### src/rtl/fp_divider_pkg.sv
// Shared constants, FSM encodings and operand classes for the single-precision divider.
package fp_divider_pkg;
  localparam int EXP_W  = 8;
  localparam int MANT_W = 23;
  localparam int BIAS   = 127;
  localparam int QBITS  = MANT_W + 4;
  localparam logic [31:0] QNAN = 32'h7FC0_0000;

  typedef enum logic [2:0] {IDLE, CHECK, DIVIDE, ROUND, FINISH} state_e;
  typedef enum logic [1:0] {ZERO, NORM, INF, NAN} op_class_e;

  // Denormals fold into ZERO; results never denormalize.
  function automatic op_class_e classify(input logic [31:0] x);
    if (x[MANT_W+EXP_W-1:MANT_W] == '0) return ZERO;
    if (x[MANT_W+EXP_W-1:MANT_W] != '1) return NORM;
    if (x[MANT_W-1:0] == '0) return INF;
    return NAN;
  endfunction
endpackage

### src/rtl/fp_div_special.sv
// Combinational classifier: flags operand pairs whose quotient needs no mantissa division.
module fp_div_special
  import fp_divider_pkg::*;
(
  input  logic [31:0] a_i,
  input  logic [31:0] b_i,
  output logic        special_o,
  output logic [31:0] result_o,
  output logic        exc_o
);
  op_class_e cls_a, cls_b;
  logic      sign;

  always_comb begin
    cls_a     = classify(a_i);
    cls_b     = classify(b_i);
    sign      = a_i[31] ^ b_i[31];
    special_o = 1'b1;
    result_o  = QNAN;
    exc_o     = 1'b1;
    if (cls_a == NAN || cls_b == NAN || (cls_a == ZERO && cls_b == ZERO) ||
        (cls_a == INF && cls_b == INF)) begin
      result_o = QNAN;
    end else if (cls_a == INF) begin
      result_o = {sign, 8'hFF, 23'h0};
      exc_o    = 1'b0;
    end else if (cls_b == ZERO) begin
      result_o = {sign, 8'hFF, 23'h0};
    end else if (cls_a == ZERO || cls_b == INF) begin
      result_o = {sign, 31'h0};
      exc_o    = 1'b0;
    end else begin
      special_o = 1'b0;
      result_o  = '0;
      exc_o     = 1'b0;
    end
  end
endmodule

### src/rtl/fp_divider.sv
// Iterative IEEE-754 single divider (radix-2 restoring), out = A / B.
// Define FP_DIV_RNE_EN for round-to-nearest-even; otherwise the quotient is truncated.
//   state  | meaning
//   IDLE   | waiting for start
//   CHECK  | special-operand screen, sign/exponent setup
//   DIVIDE | ITERS_PER_CYCLE quotient bits per clock, 27 in total
//   ROUND  | normalize, round, overflow/underflow
//   FINISH | publish out/exception, pulse done
module fp_divider
  import fp_divider_pkg::*;
#(
  parameter int ITERS_PER_CYCLE = 1
) (
  input  logic        control,
  input  logic        reset,
  input  logic        start,
  input  logic [31:0] A,
  input  logic [31:0] B,
  output logic        busy,
  output logic        done,
  output logic [31:0] out,
  output logic        exception
);
  localparam int DIV_CYCLES = QBITS / ITERS_PER_CYCLE;
  localparam logic [4:0] CNT_LOAD = 5'(DIV_CYCLES - 1);

  state_e             state_q, state_d;
  logic [31:0]        a_q, a_d, b_q, b_d;
  logic               sign_q, sign_d;
  logic signed [9:0]  exp_q, exp_d;
  logic [24:0]        rem_q, rem_d;
  logic [QBITS-1:0]   quo_q, quo_d;
  logic [4:0]         cnt_q, cnt_d;
  logic [31:0]        res_q, res_d, out_q, out_d;
  logic               res_exc_q, res_exc_d, exc_q, exc_d;
  logic               busy_q, busy_d, done_q, done_d;

  logic               spec_flag, spec_exc;
  logic [31:0]        spec_res;

  fp_div_special u_special (
    .a_i       (a_q),
    .b_i       (b_q),
    .special_o (spec_flag),
    .result_o  (spec_res),
    .exc_o     (spec_exc)
  );

  logic [24:0]      rem_step;
  logic [QBITS-1:0] quo_step;
  logic [23:0]      div_mant;

  always_comb begin
    div_mant = {1'b1, b_q[MANT_W-1:0]};
    rem_step = rem_q;
    quo_step = quo_q;
    for (int i = 0; i < ITERS_PER_CYCLE; i++) begin
      if (rem_step >= {1'b0, div_mant}) begin
        rem_step = rem_step - {1'b0, div_mant};
        quo_step = {quo_step[QBITS-2:0], 1'b1};
      end else begin
        quo_step = {quo_step[QBITS-2:0], 1'b0};
      end
      rem_step = rem_step << 1;
    end
  end

  logic [22:0]       mant_t;
  logic [23:0]       mant_sum;
  logic signed [9:0] exp_r;
  logic              round_up;
  logic [31:0]       round_res;
  logic              round_exc;
`ifdef FP_DIV_RNE_EN
  logic              guard_b, round_b, sticky_b;
`endif

  always_comb begin
    if (quo_q[QBITS-1]) begin
      mant_t = quo_q[25:3];
      exp_r  = exp_q;
    end else begin
      mant_t = quo_q[24:2];
      exp_r  = exp_q - 10'sd1;
    end
`ifdef FP_DIV_RNE_EN
    guard_b  = quo_q[QBITS-1] ? quo_q[2] : quo_q[1];
    round_b  = quo_q[QBITS-1] ? quo_q[1] : quo_q[0];
    sticky_b = (|rem_q) | (quo_q[QBITS-1] & quo_q[0]);
    round_up = guard_b & (round_b | sticky_b | mant_t[0]);
`else
    round_up = 1'b0;
`endif
    mant_sum = {1'b0, mant_t} + 24'(round_up);
    if (mant_sum[23]) exp_r = exp_r + 10'sd1;
    round_exc = 1'b1;
    if (exp_r >= 10'sd255) begin
      round_res = {sign_q, 8'hFF, 23'h0};
    end else if (exp_r <= 10'sd0) begin
      round_res = {sign_q, 31'h0};
    end else begin
      round_res = {sign_q, exp_r[7:0], mant_sum[22:0]};
      round_exc = 1'b0;
    end
  end

  always_comb begin
    state_d   = state_q;
    a_d       = a_q;
    b_d       = b_q;
    sign_d    = sign_q;
    exp_d     = exp_q;
    rem_d     = rem_q;
    quo_d     = quo_q;
    cnt_d     = cnt_q;
    res_d     = res_q;
    res_exc_d = res_exc_q;
    out_d     = out_q;
    exc_d     = exc_q;
    busy_d    = busy_q;
    done_d    = 1'b0;
    unique case (state_q)
      IDLE: begin
        if (start) begin
          a_d     = A;
          b_d     = B;
          busy_d  = 1'b1;
          state_d = CHECK;
        end
      end
      CHECK: begin
        if (spec_flag) begin
          res_d     = spec_res;
          res_exc_d = spec_exc;
          state_d   = FINISH;
        end else begin
          sign_d  = a_q[31] ^ b_q[31];
          exp_d   = $signed({2'b00, a_q[30:23]}) - $signed({2'b00, b_q[30:23]})
                    + $signed(10'(BIAS));
          rem_d   = {2'b01, a_q[MANT_W-1:0]};
          quo_d   = '0;
          cnt_d   = CNT_LOAD;
          state_d = DIVIDE;
        end
      end
      DIVIDE: begin
        rem_d = rem_step;
        quo_d = quo_step;
        if (cnt_q == 5'd0) state_d = ROUND;
        else cnt_d = cnt_q - 5'd1;
      end
      ROUND: begin
        res_d     = round_res;
        res_exc_d = round_exc;
        state_d   = FINISH;
      end
      FINISH: begin
        out_d   = res_q;
        exc_d   = res_exc_q;
        done_d  = 1'b1;
        busy_d  = 1'b0;
        state_d = IDLE;
      end
      default: state_d = IDLE;
    endcase
  end

  always_ff @(posedge control or negedge reset) begin
    if (!reset) begin
      state_q   <= IDLE;
      a_q       <= '0;
      b_q       <= '0;
      sign_q    <= 1'b0;
      exp_q     <= '0;
      rem_q     <= '0;
      quo_q     <= '0;
      cnt_q     <= '0;
      res_q     <= '0;
      res_exc_q <= 1'b0;
      out_q     <= '0;
      exc_q     <= 1'b0;
      busy_q    <= 1'b0;
      done_q    <= 1'b0;
    end else begin
      state_q   <= state_d;
      a_q       <= a_d;
      b_q       <= b_d;
      sign_q    <= sign_d;
      exp_q     <= exp_d;
      rem_q     <= rem_d;
      quo_q     <= quo_d;
      cnt_q     <= cnt_d;
      res_q     <= res_d;
      res_exc_q <= res_exc_d;
      out_q     <= out_d;
      exc_q     <= exc_d;
      busy_q    <= busy_d;
      done_q    <= done_d;
    end
  end

  assign busy      = busy_q;
  assign done      = done_q;
  assign out       = out_q;
  assign exception = exc_q;
endmodule
### config.mk
export PLATFORM = sky130hd
export DESIGN_NAME = fp_divider
export DESIGN_NICKNAME = d
export VERILOG_FILES = /design/src/rtl/fp_divider_pkg.sv /design/src/rtl/fp_div_special.sv /design/src/rtl/fp_divider.sv
export SDC_FILE = /design/constraint.sdc
export NUM_CORES = 1
export LEC_CHECK = 0
export CORE_MARGIN = 8
export CORE_UTILIZATION = 51
export DETAILED_ROUTE_END_ITERATION = 12
export HOLD_SLACK_MARGIN = 0.1
export PLACE_DENSITY = 0.73
export SETUP_SLACK_MARGIN = 0.05
export SYNTH_ARGS = -nofsm -noshare
export SYNTH_HDL_FRONTEND = slang
export SYNTH_SLANG_ARGS = --single-unit
export TNS_END_PERCENT = 1
### constraint.sdc
create_clock -name control -period 4.03 [get_ports control]
set_clock_uncertainty 0.15 [all_clocks]
set_input_delay 0.806 -clock control [delete_from_list [all_inputs] [get_ports control]]
set_output_delay 0.806 -clock control [all_outputs]
set_load 0.03 [all_outputs]
* Word level (Yosys, flattened, before mapping)
Index checks and enable logic that the tools add are counted.
** Word-level totals
- Register bits after elaboration :: 203
- Input port bits :: 67
- Output and inout bits :: 35
- Logic and storage cells :: 124
** Cells by class
- Order comparisons :: 3
- Bitwise operators :: 2
- Multiplexer cells :: 61
- Reductions and logical operators :: 24
- Add/sub/neg operators :: 5
- Equality and inequality tests :: 15
** Operator list (number)
- 32-bit 2-to-1 mux :: 5
- 32-bit case mux with 2 select lines :: 1
- 31-bit 2-to-1 mux :: 2
- 27-bit case mux with 2 select lines :: 1
- 25-bit case mux with 2 select lines :: 1
- 23-bit logical NOT :: 2
- 27-bit 2-to-1 mux :: 1
- 25-bit by 24-bit >= comparator with 1-bit output :: 1
- 1-bit 2-to-1 mux :: 25
- 25-bit 2-to-1 mux :: 1
- 2-bit 2-to-1 mux :: 12
- 24-bit 2-to-1 mux :: 1
- 24-bit subtractor :: 1
- 23-bit 2-to-1 mux :: 1
- 8-bit logical NOT :: 2
- 8-bit inequality test, second input constant :: 2
- 3-bit case mux with 4 select lines :: 1
- 2-bit AND reduction :: 6
- 9-bit by 8-bit adder with 10-bit output, second input constant :: 1
- 10-bit by 9-bit >= comparator with 1-bit output, second input constant :: 1
- 10-bit by 1-bit less-or-equal comparator with 1-bit output, second input constant :: 1
- 10-bit 2-to-1 mux :: 1
- 5-bit 2-to-1 mux :: 2
- 2-bit inequality test, second input constant :: 5
- other kinds (19) :: 33

* Logic depth before layout (Yosys ltp)
Gate-level depths: netlist (run 1).
- Depth after elaboration :: 16
- Mapped depth :: 13
- Gate-level depth less buffers :: 13

* By module
From an unflattened synthesis (run 1), not the netlist that was laid out.
** Second synthesis, totals
- Cells, all modules :: 1151
- Area total of the unflattened synthesis :: 11249.5 um^2
** By module, submodules not included
- fp_divider :: seq. area each 5079.9 um^2, cells an instance 1080, times used 1, area each 10761.6 um^2
- fp_div_special :: seq. area each 0.0 um^2, cells an instance 71, times used 1, area each 488.0 um^2

* Least setup slack after synthesis (run 1)
Ideal clock, no wire load.
- Path kind :: register to register
- Start point :: register a_q[23]
- End point :: register exp_q[8]
- Data required time :: 3.749 ns
- Setup time :: 0.131 ns
- Path buffers :: 0
- Arrival :: 2.524 ns
- Clock period less this slack :: 2.804 ns
- Setup slack :: 1.226 ns
- Cell stages (with the launch flop) :: 13
- Path through :: dfrtp_1 inv_1 ha_1 inv_1 fa_1 a21o_1 a21oi_1 xnor2_1 or2_1 a2111oi_0 nor3_1 xnor2_1 o21ai_1
** Between the ends
- Longest elaborated chain between the ends :: 14
- Elaborated cells between the ends (all ways) :: 27
- Classes of those cells :: 2 x add/sub; 3 x eq/ne; 12 x mux; 1 x bitwise; 9 x reduce/logical
** RTL lines
- start, declared :: line fp_divider.sv:28 : logic [31:0] a_q, a_d, b_q, b_d;
- start signal, assigned :: line fp_divider.sv:171 : a_q <= '0;
- start signal, assigned :: line fp_divider.sv:186 : a_q <= a_d;
- 8-bit inequality test :: line fp_divider_pkg.sv:15 : if (x[MANT_W+EXP_W-1:MANT_W] != '1) return NORM;
- 2-bit 2-to-1 mux :: line fp_divider_pkg.sv:15
- 2-bit 2-to-1 mux :: line fp_divider_pkg.sv:16 : if (x[MANT_W-1:0] == '0) return INF;
- 2-bit 2-to-1 mux :: line fp_divider_pkg.sv:17 : return NAN;
- 2-bit 2-to-1 mux :: line fp_divider_pkg.sv:16
- 2-bit 2-to-1 mux :: line fp_divider_pkg.sv:15
- 2-bit logical NOT :: line fp_div_special.sv:21, fp_div_special.sv:29
- 1-bit logical OR :: line fp_div_special.sv:29 : end else if (cls_a == ZERO || cls_b == INF) begin
- 1-bit 2-to-1 mux :: line fp_div_special.sv:29
- 1-bit 2-to-1 mux :: line fp_div_special.sv:27 : end else if (cls_b == ZERO) begin
- 1-bit 2-to-1 mux :: line fp_div_special.sv:24 : end else if (cls_a == INF) begin
- 1-bit 2-to-1 mux :: line fp_div_special.sv:21 : if (cls_a == NAN || cls_b == NAN || (cls_a == ZERO && cls_b == ZERO) ||
- 1-bit NOT (no source line)
- 2-bit AND reduction (no source line)
- end signal, assigned :: line fp_divider.sv:189 : exp_q <= exp_d;
- end, declared :: line fp_divider.sv:30 : logic signed [9:0] exp_q, exp_d;
Several ways; a longest one is shown, not always the timed one. The select of a mux whose other input is x is not followed.
A chain may end at the register's enable or synchronous reset.

* Final worst setup path (run 1)
- Start point :: register b_q[18]
- End point :: register rem_q[20]
** Between the ends
- Longest elaborated chain between the ends :: 15
- Elaborated cells between the ends (all ways) :: 27
- Classes of those cells :: 1 x add/sub; 1 x order compare; 3 x eq/ne; 13 x mux; 9 x reduce/logical
** RTL lines
- start, declared :: line fp_divider.sv:28
- start signal, assigned :: line fp_divider.sv:172 : b_q <= '0;
- start signal, assigned :: line fp_divider.sv:187 : b_q <= b_d;
- 23-bit logical NOT :: line fp_divider_pkg.sv:16
- 1-bit 2-to-1 mux (2 in a row) :: line fp_divider_pkg.sv:16
- 1-bit 2-to-1 mux :: line fp_divider_pkg.sv:15
- 2-bit 2-to-1 mux :: line fp_divider_pkg.sv:17
- 2-bit 2-to-1 mux :: line fp_divider_pkg.sv:16
- 2-bit 2-to-1 mux :: line fp_divider_pkg.sv:15
- 2-bit == test :: line fp_div_special.sv:22, fp_div_special.sv:29
- 1-bit logical OR :: line fp_div_special.sv:29
- 1-bit 2-to-1 mux :: line fp_div_special.sv:29
- 1-bit 2-to-1 mux :: line fp_div_special.sv:27
- 1-bit 2-to-1 mux :: line fp_div_special.sv:24
- 1-bit 2-to-1 mux :: line fp_div_special.sv:21
- 2-bit inequality test (no source line)
- 2-bit AND reduction (no source line)
- end signal, assigned :: line fp_divider.sv:190 : rem_q <= rem_d;
- end, declared :: line fp_divider.sv:31 : logic [24:0] rem_q, rem_d;
Several ways; a longest one is shown, not always the timed one. The select of a mux whose other input is x is not followed.

==> flow_summary.yaml, run 1 <==
status:
  outcome: "complete, no violations"
yosys:
  synth_edf_count: 0
  netlist_top_cells_count: "dfrtp_1 (203), nand2_1 (190), o21ai_0 (77)"
  synth.most_common_cell: "dfrtp_1"
  synth_area_leaders: "dfrtp_1 (49%), nand2_1 (6.9%), mux2_2 (4.5%)"
  synth_area_um2: 10300
  avgSynthCellArea_um2: 9.79
  yosysWarningCount: 0
  seq_area_frac_synth: 0.493
  synth_seq_cells: 203
  ys_async_sr_fraction: 1.00
  yosys.area.top_type: "dfrtp_1"
  synth_cell_types: 62
  syn_inst: 1053
  yosysTopAreaCellShare: 0.493
  syn-num-nets: 1157
  synth_ff_type: "dfrtp_1"
setup_path:
  ff2ff_setup_slack_ps: 520
  startpoint_type: "register"
  crit_fanout: 8
  cpPeakStageDelay_ps: 560
  cp_slowest_cell: "a2111oi_0"
  crit_required_ps: 4230
  crit_type: "register to register"
  arrival_ps: 3710
  crit_chain: "inv_1 > ha_1 > a21oi_1 > o21ai_1 > a2111oi_0 > o2bb2ai_1 > a41o_1 > buf_4 > inv_1 > o2111a_1 > a221oi_1 > o21ai_1"
  crit_path_end_kind: "register"
pwr:
  power.density_nw_per_um2: 895
  total_power_uw: 11100
  p_leak_uw: 0.00535
  ir_drop_mv: 0.466
sta:
  setup_ws_ps: 524
  maxSlewHeadroom: 0.469
  setup_tns_ps: 0
  period_share: 0.870
  rsz0062_at_grt: "false"
  finalHoldViolCount: 0
  max_freq_mhz: 285
  worstMarginPinSlew_ps: 794
  maxSlewViolCount: 0
  setup_violations: 0
  period_minus_slack_ps: 3510
clocking:
  cts_max_level: 1
  cts_buffers: 22
  insertion_delay_ps: 510
  postCtsSetupRepairBufs: 0
  clock_path_buffers: 3
  cts_tree: "done"
  ctsHoldBuffers: 0
  clockRootBuffer: "clkbuf_16"
  cts_resized: 0
  cts_sinks: 203
  clk_pin_slew_ps: 60
placement:
  port_buffers: 101
  dpl_worst_slack_ps: 592
  routabilityCongestion: 0.925
  place_inst: 1392
  place_hpwl_mm: 16.6
  placed_area_um2: 11600
floorplanning:
  dieHeight_um: 158
  num_io_pins: 102
  start_util: 0.514
  fp.dieW_um: 158
  std_cell_rows: 52
  dieArea_um2: 25000
  core-area_um2: 20000
final_layout:
  final_layout_size_suffix_gt1_frac: 0.0930
  fin_area_um2: 12400
  diodes: 0
  finalNonFillerCells: 1431
  nets: 1250
  syn2layout_area_growth_pct: 19.9
grt:
  antenna_found_initial: 0
  overflow: 0
  grt_pass1_wl_mm: 39.0
  grt_start_max_net_pins: 95
  grtUsageTotal: 0.191
  grt_pass1_vias: 7805
detailed_routing:
  wire_per_inst_um: 16.2
  vias: 7801
  final_antenna_net_count: 0
  drc_errors: 0
  routed_via_density: 5.45
  first_iter_violations: 476
  routed_wl_mm: 23.3
  drt_first_pass_iters: 4
job:
  cap_viol_max_count: 0
hold_path:
  min_path_type: "input pin to asynchronous set/reset pin"
[logic make-up (layout without fill, tap and decap cells)]
| kind of cell | count (synthesis) | in the layout | share of synthesized area |
|---|---|---|---|
| buf+inv | 101 | 209 | 0.0387 |
| simple gates | 330 | 330 | 0.142 |
| flops | 203 | 203 | 0.493 |
| fa+ha+maj | 37 | 37 | 0.0464 |
| mux | 98 | 98 | 0.104 |
| xor+xnor | 39 | 39 | 0.0331 |
| compound gates | 245 | 245 | 0.143 |
[power by group]
part,total (uW),internal (uW),switching [uW]
Combinational,5590,2390,3200
Clock,2030,1230,800
Sequential,3440,2790,647
[critical path, delay by kind of cell, from the launching register on]
family          cells  cell delay, ps
fa+ha+maj           1             330
flops               1             360
buf+inv             3             400
compound gates      8            2110
[per-stage QoR]
stage          hold WS, ps  utilization
2_1_floorplan          290            -
3_3_place_gp           306        0.580
3_5_place_dp           314        0.580
4_1_cts                243        0.616
5_1_grt                269        0.616
6_report               229        0.616
[final timing paths]
path / startpoint / end / depth (start not counted)
setup / recovery: b_q[18] / rem_q[20] / 12
hold / removal: reset / out[28] / 1
setup reg to reg: b_q[18] / rem_q[20] / 12
hold reg to reg: res_exc_q / res_exc_q / 2
max in group asynchronous: reset / out[9] / 2
min in group control: res_exc_q / res_exc_q / 2
[flip-flops by register name, indices dropped and copies added, names as in the netlist]
signal and flops:
a_q 32, b_q 32, busy 1, cnt_q 5, done 1, exception 1
exp_q 10, out 32, quo_q 27, rem_q 25, res_exc_q 1, res_q 32
sign_q 1, state_q 3
[routing by layer]
metal / share of wire / vias up / track usage
met4: 0.019 / 0 / 0.0458
met1: 0.45 / 3779 / 0.255
met3: 0.039 / 29 / 0.0235
met5: 0 / - / 0
li1: - / 3854 / -
met2: 0.49 / 139 / 0.324
[layout by cell type (no fill, tap or decap), drive strengths merged, types with 3 or more instances in the layout]
cell	netlist	layout
inv	53	53
xnor2	24	24
nor2	56	56
o31ai	3	3
nand4	8	8
clkbuf	40	34
nor4b	3	3
o21bai	6	6
a2111oi	4	4
nor4	19	19
or2	6	6
a211oi	12	12
clkdlybuf4s50	0	100
a22oi	6	6
nand3	6	6
clkinv	0	4
nand2	190	190
a21o	11	11
o211ai	7	7
a221oi	3	3
a21oi	37	37
mux2	69	69
nor2b	7	7
buf	8	16
dfrtp	203	203
mux2i	29	29
o21ai	122	122
xor2	15	15
o21a	6	6
nand2b	8	8
and3	4	4
or3	3	3
nor3	11	11
ha	35	35
a31oi	15	15
[area by class of cell]
type,instances,area [um2]
inverters,53,199
well taps,270,338
fillers,1744,7690
multi-input cells,749,4840
repair buffers,117,1160
flip-flops and latches,203,5080
clock buffers,33,642
clock inverters,6,91.3
Power figures use the tool's default switching activity.
==> inputs of run 2 (changes only) <==
--- a/config.mk
+++ b/config.mk
@@ -10,6 +10,7 @@
 export DETAILED_ROUTE_END_ITERATION = 12
 export HOLD_SLACK_MARGIN = 0.1
 export PLACE_DENSITY = 0.73
+export RECOVER_POWER = 25
 export SETUP_SLACK_MARGIN = 0.05
 export SYNTH_ARGS = -nofsm -noshare
 export SYNTH_HDL_FRONTEND = slang
==> run 2 against run 1 <==
The flow now finishes with violations (capacitance limit, slew limit). Critical path depth unchanged. Die area unchanged. Count of clock-buffer cells in the layout unchanged. Non-clock buffer count unchanged. Total power about the same. Flip-flop and latch count unchanged. Sequential share of layout area increased by 0.050 points. First-iteration DRC count decreased by 4.6%. Hold slack improved by 94 ps.
==> flow_summary.yaml, run 2 (synthesis results as in run 1) <==
setup_path:
  r2r_start: "b_q[18]"
  ff2ff_setup_slack_ps: 560
  crit_type: "register to register"
  cp_slowest_cell: "a2111oi_0"
  crit_path_end_kind: "register"
  reg2reg_depth: 12
  startpoint_type: "register"
  crit_fanout: 8
  cpPeakStageDelay_ps: 560
  crit_required_ps: 4230
  rr_endpoint: "rem_q[20]"
  crit_chain: "inv_1 > ha_1 > a21oi_1 > o21ai_1 > a2111oi_0 > o2bb2ai_1 > a41o_1 > buf_4 > inv_1 > o2111a_1 > a221oi_1 > o21ai_1"
  arrival_ps: 3670
clocking:
  insertion_delay_ps: 510
  cts_sinks: 203
  ctsHoldBuffers: 0
  cts_resized: 0
  clockRootBuffer: "clkbuf_16"
  cts_tree: "done"
  clk_pin_slew_ps: 60
  cts_buffers: 22
  cts_max_level: 1
  postCtsSetupRepairBufs: 0
  clock_path_buffers: 3
pwr:
  total_power_uw: 11100
  swShare: 0.420
  p_leak_uw: 0.00534
  pwr-share-comb: 0.506
  power.density_nw_per_um2: 896
  seq_power_share: 0.311
  p_int_uw: 6410
  pwr-share-clk: 0.183
  ir_drop_mv: 0.466
  switching_power_uw: 4640
grt:
  grt_pass1_vias: 7805
  grt_start_max_net_pins: 95
  grt_busiest_layer: "met2"
  grt.met1_usage: 0.255
  grtUsageMet2: 0.324
  overflow: 0
  grtUsageTotal: 0.191
  grtUsageMet3: 0.0235
  grt_pass1_wl_mm: 39.0
  antenna_found_initial: 0
floorplanning:
  num_io_pins: 102
  core-area_um2: 20000
  std_cell_rows: 52
  fp.dieW_um: 158
  dieHeight_um: 158
  dieArea_um2: 25000
  start_util: 0.514
detailed_routing:
  routed_wl_mm: 23.2
  drt_first_pass_iters: 4
  drc_errors: 0
  vias: 7835
  wire_per_inst_um: 16.2
  routed_via_density: 5.48
  final_antenna_net_count: 0
  first_iter_violations: 454
placement:
  routabilityCongestion: 0.925
  dpl_worst_slack_ps: 592
  place_inst: 1392
  place_hpwl_mm: 16.6
  port_buffers: 101
final_layout:
  syn2layout_area_growth_pct: 19.7
  final_layout_size_suffix_gt1_frac: 0.0922
  multi_input_area_um2: 4840
  diodes: 0
  final_cell_mix: "dfrtp_1 (203), nand2_1 (189), clkdlybuf4s50_1 (100), o21ai_0 (77), nor2_1 (55)"
  nets: 1250
  fillers: 1749
  regArea_um2: 5080
  fin_util: 0.616
  finalNonFillerCells: 1431
  layout_commonest_cell: "dfrtp_1"
hold_path:
  hp-start: "res_exc_q"
  min_path_type: "register to register"
  holdPathEnd: "res_exc_q"
  min_delay_path_depth: 2
sta:
  setup_tns_ps: 0
  worstMarginPinSlew_ps: 2310
  maxSlewHeadroom: -0.540
  max_freq_mhz: 288
  finalHoldViolCount: 0
  setup_ws_ps: 563
  setup_violations: 0
  rsz0062_at_grt: "false"
  period_share: 0.860
  maxSlewViolCount: 130
  period_minus_slack_ps: 3470
job:
  cap_viol_max_count: 2
status:
  violations: "capacitance limit, slew limit"
  outcome: "finished with violations"
-- run 2: how the worst max path moves through the flow --
| stage | slack (ps) | to | start |
|---|---|---|---|
| 5_1_grt | 200 | rem_q[20] | b_q[18] |
| 3_5_place_dp | 590 | rem_q[20] | b_q[18] |
| 2_1_floorplan | 1230 | exp_q[8] | a_q[23] |
| 4_1_cts | 600 | rem_q[20] | b_q[18] |
| 3_3_place_gp | 740 | rem_q[20] | b_q[18] |
| 6_report | 560 | rem_q[20] | b_q[18] |
-- run 2: critical path: cells and delay by family (launching register included) --
kind / cells / cell delay [ps]
buffers and inverters: 3 / 400
adder cells (fa/ha/maj): 1 / 330
flip-flops: 1 / 350
AO/OA/AOI/OAI: 8 / 2090
-- run 2: metrics by stage --
step | cell area (um2) | hold slack, ps
after floorplan | 10300 | 290
after global placement | 11600 | 306
after detailed placement | 11600 | 314
after CTS | 12400 | 243
after global routing | 12300 | 369
final | 12300 | 323
-- run 2: final cells by class --
cell class	instances	share of cell area
clock inverter	6	0.00740
timing repair buffer	117	0.0928
clock buffer	33	0.0520
tap	270	0.0274
multi-input combinational	749	0.392
sequential	203	0.412
inverter	53	0.0161
-- run 2: routing by layer --
metal / wire length [um] / up-vias
li1: - / 3851
met1: 10500 / 3805
met2: 11400 / 148
met3: 919 / 31
met4: 452 / 0
met5: 0 / -
-- run 2: power by group through the flow --
stage               Combinational (uW)  Sequential, uW  Clock (uW)
floorplan                         4230            3370           0
global placement                  5450            3430           0
detailed placement                5580            3460           0
CTS                               5620            3430        2080
global route                      6280            3530        2150
finish                            5590            3440        2030
